[config.mk]
export PLATFORM = sky130hd
export DESIGN_NAME = rainbow_lfsr_gen
export DESIGN_NICKNAME = d
export VERILOG_FILES = /design/src/rtl/rainbow_pkg.sv /design/src/rtl/rainbow_lfsr_step.sv /design/src/rtl/rainbow_lfsr_gen.sv
export SDC_FILE = /design/constraint.sdc
export NUM_CORES = 1
export LEC_CHECK = 0
export CORE_MARGIN = 1.5
export CORE_UTILIZATION = 35
export DETAILED_ROUTE_END_ITERATION = 16
export PLACE_DENSITY = 0.56
export SLEW_MARGIN = 20
export SYNTH_ARGS = -nofsm -noshare
export SYNTH_HDL_FRONTEND = slang
export SYNTH_SLANG_ARGS = --single-unit
[constraint.sdc]
create_clock -name clk -period 1.73 [get_ports clk]
set_input_delay 0.519 -clock clk [delete_from_list [all_inputs] [get_ports clk]]
set_output_delay 0.519 -clock clk [all_outputs]
set_load 0.03 [all_outputs]
[src/rtl/rainbow_pkg.sv]
// Shared types and default constants for the rainbow LFSR word generator.
package rainbow_pkg;

    typedef enum logic [1:0] {
        ST_IDLE    = 2'd0,
        ST_RUN     = 2'd1,
        ST_PRESENT = 2'd2
    } rng_state_e;

    localparam logic [15:0] DEFAULT_TAPS = 16'hB400;
    localparam logic [15:0] DEFAULT_SEED = 16'h5A08;

    // Shift counter width; a single-step word still needs a 1-bit counter.
    function automatic int unsigned count_width(input int unsigned steps);
        return (steps > 1) ? $clog2(steps) : 1;
    endfunction

endpackage

[src/rtl/rainbow_lfsr_step.sv]
// One Fibonacci LFSR shift: feedback is the parity of the tapped state bits,
// shifted in at the LSB.
module rainbow_lfsr_step
    import rainbow_pkg::*;
#(
    parameter int unsigned      WIDTH = 16,
    parameter logic [WIDTH-1:0] TAPS  = WIDTH'(DEFAULT_TAPS)
) (
    input  logic [WIDTH-1:0] state_i,
    output logic [WIDTH-1:0] next_o
);

    logic [WIDTH-1:0] tapped;
    logic             feedback;

    generate
        for (genvar gi = 0; gi < WIDTH; gi++) begin : g_tap
            assign tapped[gi] = TAPS[gi] & state_i[gi];
        end
    endgenerate

    assign feedback = ^tapped;
    assign next_o   = {state_i[WIDTH-2:0], feedback};

endmodule

[src/rtl/rainbow_lfsr_gen.sv]
// LFSR random word generator: STEPS shifts per word, valid/ready output hold,
// seed loading with lock-up protection and a wrap pulse on sequence return.
module rainbow_lfsr_gen
    import rainbow_pkg::*;
#(
    parameter int unsigned      WIDTH = 16,
    parameter logic [WIDTH-1:0] TAPS  = WIDTH'(DEFAULT_TAPS),
    parameter logic [WIDTH-1:0] SEED  = WIDTH'(DEFAULT_SEED),
    parameter int unsigned      STEPS = 1
) (
    input  logic             clk,
    input  logic             reset,
    input  logic             enable,
    input  logic             seed_load,
    input  logic [WIDTH-1:0] seed_in,
    input  logic             rng_ready,
    output logic             rng_valid,
    output logic [WIDTH-1:0] rng_out,
    output logic             wrap
);

    localparam int unsigned     CW         = count_width(STEPS);
    localparam logic [CW-1:0]   LAST_COUNT = CW'(STEPS - 1);

    rng_state_e       state_q, state_d;
    logic [WIDTH-1:0] lfsr_q, lfsr_d;
    logic [WIDTH-1:0] seed_act_q, seed_act_d;
    logic [CW-1:0]    count_q, count_d;
    logic [WIDTH-1:0] out_q, out_d;
    logic             valid_q, valid_d;
    logic             wrap_q, wrap_d;

    logic [WIDTH-1:0] lfsr_next;
    logic [WIDTH-1:0] seed_sel;
    logic             handshake;
    logic             shift_go;
    logic             last_shift;

    rainbow_lfsr_step #(
        .WIDTH (WIDTH),
        .TAPS  (TAPS)
    ) u_step (
        .state_i (lfsr_q),
        .next_o  (lfsr_next)
    );

    // rng_valid is high for the whole PRESENT stay, so ready alone completes it.
    assign handshake  = (state_q == ST_PRESENT) && rng_ready;
    assign shift_go   = !seed_load && enable && ((state_q != ST_PRESENT) || rng_ready);
    assign last_shift = shift_go && (count_q == LAST_COUNT);
    assign seed_sel   = (seed_in == '0) ? SEED : seed_in;

    always_ff @(posedge clk or negedge reset) begin
        if (!reset) begin
            state_q    <= ST_IDLE;
            lfsr_q     <= SEED;
            seed_act_q <= SEED;
            count_q    <= '0;
            out_q      <= '0;
            valid_q    <= 1'b0;
            wrap_q     <= 1'b0;
        end else begin
            state_q    <= state_d;
            lfsr_q     <= lfsr_d;
            seed_act_q <= seed_act_d;
            count_q    <= count_d;
            out_q      <= out_d;
            valid_q    <= valid_d;
            wrap_q     <= wrap_d;
        end
    end

    always_comb begin
        state_d = state_q;
        if (seed_load) begin
            state_d = ST_IDLE;
        end else begin
            case (state_q)
                ST_IDLE: begin
                    if (enable) state_d = last_shift ? ST_PRESENT : ST_RUN;
                end
                ST_RUN: begin
                    if (last_shift) state_d = ST_PRESENT;
                end
                ST_PRESENT: begin
                    if (rng_ready) begin
                        if (!enable)        state_d = ST_IDLE;
                        else if (last_shift) state_d = ST_PRESENT;
                        else                 state_d = ST_RUN;
                    end
                end
                default: state_d = ST_IDLE;
            endcase
        end
    end

    always_comb begin
        lfsr_d     = lfsr_q;
        seed_act_d = seed_act_q;
        count_d    = count_q;
        out_d      = out_q;
        valid_d    = valid_q;
        wrap_d     = 1'b0;
        if (seed_load) begin
            lfsr_d     = seed_sel;
            seed_act_d = seed_sel;
            count_d    = '0;
            valid_d    = 1'b0;
        end else begin
            if (handshake) valid_d = 1'b0;
            if (shift_go) begin
                lfsr_d = lfsr_next;
                wrap_d = (lfsr_next == seed_act_q);
                if (last_shift) begin
                    count_d = '0;
                    out_d   = lfsr_next;
                    valid_d = 1'b1;
                end else begin
                    count_d = count_q + CW'(1);
                end
            end
        end
    end

    assign rng_valid = valid_q;
    assign rng_out   = out_q;
    assign wrap      = wrap_q;

endmodule

==> key figures <==
Yosys
  • Top FF cell, synth: dfrtp_1
  • Largest cells by area after synthesis: dfrtp_1, dfstp_2, mux2i_1
  • Post-synth top cells: dfrtp_1, o21ai_0, nor2_1
  • Post-synth EDFFs: 0
  • Post-Synth Simple-Gate Area: 8.47%
  • Post-synthesis mux area share: 15.7%
  • XOR/XNOR Fraction of Synth Area: 7.00%
  • Warning count from the yosys run: 0
  • Synthesized cell area: 2380 sq um
  • Seq/Total Area, Yosys: 56.3%
  • Synth top area share: 45.2%
  • Largest family of logic cells by synthesized area: multiplexers
  • Syn_area_per_cell: 11.8 sq um
  • Yosys top cell by area: dfrtp_1
  • Gate Count Post-Synth: 202
  • Syn Nets: 223
  • Share of flip-flops with an asynchronous set or reset: 100%
  • Yosys cell types: 30
  • Compound-gate portion of the synthesized area: 7.89%
  • Cell with the most instances after synthesis: dfrtp_1
  • Yosys reg bits: 53
  • Adder-cell share of the synthesized area: 0%

Route
  • Pre-antenna DRT Iters: 10
  • Drt via density: 4.81
  • DRT Wirelength: 5.08 mm
  • Vias: 1,596
  • DRT iter0 DRCs: 72
  • Number of routed nets with antenna violations: 0
  • DRC violations left: 2
  • WL per Instance: 15.3 um

Critical path
  • Crit Path Max Fanout: 5
  • CP max-delay cell: clkdlybuf4s50_1
  • R2R Path Start: state_q[0]$_DFFE_PN0P_
  • FF-to-FF path depth: 5
  • Worst Path Buf+Inv: 1
  • Critical Path Max Stage Delay: 490 ps
  • Critical setup path kind: input port to flip-flop
  • CP arrival: 1910 ps
  • CP startpoint kind: input port
  • Worst R2R End: lfsr_q[15]$_DFFE_PN0P_
  • Worst Path Required: 1960 ps
  • Reg2Reg Setup Slack: 250 ps
  • Critical path, cell by cell: clkdlybuf4s50_1 -> nor4_4 -> a41o_1 -> nor2_1 -> a21oi_1
  • Cell family with most CP delay: buffers and inverters
  • Worst Setup End Kind: flip-flop

Placed design
  • Input/output buffers: 38
  • Dpl cells: 324
  • DP HPWL: 3.62 mm
  • GPL Wtd Cong: 0.701

Power and ir drop
  • Internal power: 2.13 mW
  • Switching Share: 31.2%
  • Leak Pwr: 1.41 nW
  • Reg power frac: 50.3%
  • Clock Power Share: 23.1%
  • Total power: 3.10 mW
  • Peak VDD IR: 0.597 mV
  • Logic pwr share: 26.6%
  • Sw Pwr: 0.968 mW
  • Cell area power density: 1030 nW/um^2

Clock tree
  • CTS root buf: clkbuf_8
  • Clock latency at the later pin of the worst-skew pair: 310 ps
  • Worst-case clock buffer depth: 2
  • Clk slew on worst S/H paths: 90 ps
  • Clock Sink Count: 53
  • Hold_buf cts: 0
  • H-Tree Depth: 2
  • CTS buffer count: 5
  • TritonCTS clock tree: built
  • Postcts setup bufs: 0

Finish
  • Layout Cells excl Fill: 332
  • Antenna diode count: 0
  • Fraction of layout cells with a size suffix above 1: 20.8%
  • Layout area overhead: 27.0%
  • NumNets Final: 275
  • Final Util: 46.8%

Timing
  • Clock skew: 10.3 ps
  • Max_slew headroom: 75.2%
  • Endpoints failing hold: 0
  • Fin crit period: 1680 ps
  • RSZ-0062 raised after global routing: no
  • Hold Slack: 88.4 ps
  • Setup Viol. Count Final: 0
  • Crit share post-route: 96.9%
  • Least-Margin Pin Slew: 372 ps
  • Maximum clock rate: 0.596 GHz
  • Total negative slack: 0 ps
  • Max Slew Vio Count: 0

Die
  • Core area: 6460 sq um
  • Top Ports: 39
  • Die area: 7300 sq um
  • Rows: 29
  • Die height: 85.4 um
  • Die Wd: 85.4 um
  • Initial Util: 36.8%

GRT
  • Routing usage on met2: 21.9%
  • GR peak layer: met1
  • All-Layer GR Usage: 15.0%
  • Vias in the first global route: 1,625
  • Met3 Use GR: 3.60%
  • Antenna violations before repair: 0
  • First-pass GRT wire length: 8.44 mm
  • Pin count of the biggest net entering global routing: 44
  • M1 GR Usage: 22.7%
  • Overflow after GRT: 0

Flow run
  • MaxCap Viol Count: 0

Worst hold path
  • Worst Hold Class: input port to asynchronous set/reset pin

Outcome
  • Status: complete, but fails checks
  • Failing checks: design-rule violations
==> area by class of cell <==
class / count / area [sq um]
fillers: 609 / 3440
flip-flops and latches: 53 / 1340
multi-input cells: 127 / 948
repair buffers: 53 / 494
well taps: 77 / 96.3
clock buffers: 8 / 90.1
inverters: 14 / 52.6
==> cells in the final DEF, fill, tap and decap left out, drive strengths merged, types with 2 or more instances in the layout <==
cell | Yosys | final
a21oi | 5 | 5
xor2 | 16 | 16
nand2 | 11 | 11
nor2 | 17 | 17
o21ai | 24 | 24
mux2i | 16 | 16
nor4 | 8 | 8
mux2 | 16 | 16
dlygate4sd2 | 0 | 18
dfrtp | 43 | 43
xnor2 | 3 | 3
inv | 14 | 14
clkbuf | 4 | 8
clkdlybuf4s50 | 0 | 19
nor3 | 2 | 2
buf | 4 | 16
dfstp | 10 | 10
==> metal layers <==
metal,up-vias,wire [um]
met5,-,0
met4,0,48
met3,5,181
met2,31,2240
met1,769,2620
li1,791,-
==> flip-flops by register name, summed over array words and instances, names as in the netlist <==
name and cells:
count_q 1, lfsr_q 16, rng_out 16, rng_valid 1, seed_act_q 16, state_q 2, wrap 1
==> stage by stage <==
step                      worst slack (ps)  cell area (sq um)
after floorplan                       64.5               2380
after global placement                -337               2930
after global routing                  1.43               3020
after detailed placement              -286               2930
after CTS                             7.43               3000
final                                 53.0               3020
==> power groups by stage <==
stage | combinational (mW) | clock [mW] | sequential, mW
floorplan | 0.345 | 0 | 1.75
global placement | 0.889 | 0 | 1.59
detailed placement | 0.894 | 0 | 1.59
CTS | 0.830 | 0.742 | 1.57
global route | 0.890 | 0.796 | 1.59
finish | 0.824 | 0.716 | 1.56
==> timing repair <==
item                       CTS  global route
setup endpoints to repair   18            11
pin swaps                    0             0
gates resized for setup     18             3
cloned                       0             0
==> cells by family after synthesis <==
logic type                after synthesis
AOI/OAI and AO/OA                      34
xor gates and xnor gates               19
buffers and inverters                  22
DFF                                    53
muxes                                  32
and+or+nand+nor                        42
==> how the worst max path moves through the flow <==
stage | startpoint | endpoint | slack, ps | cells past startpoint
6_report | seed_in[3] | lfsr_q[9]$_DFFE_PN1P_ | 50 | 5
5_1_grt | seed_in[3] | lfsr_q[11]$_DFFE_PN1P_ | 1 | 5
4_1_cts | seed_in[3] | lfsr_q[9]$_DFFE_PN1P_ | 7 | 5
3_5_place_dp | seed_in[3] | lfsr_q[9]$_DFFE_PN1P_ | -290 | 5
3_3_place_gp | seed_in[3] | lfsr_q[11]$_DFFE_PN1P_ | -340 | 5
2_1_floorplan | seed_load | rng_out[0]$_DFFE_PN0P_ | 60 | 4
(Power assumes the default switching activity.)
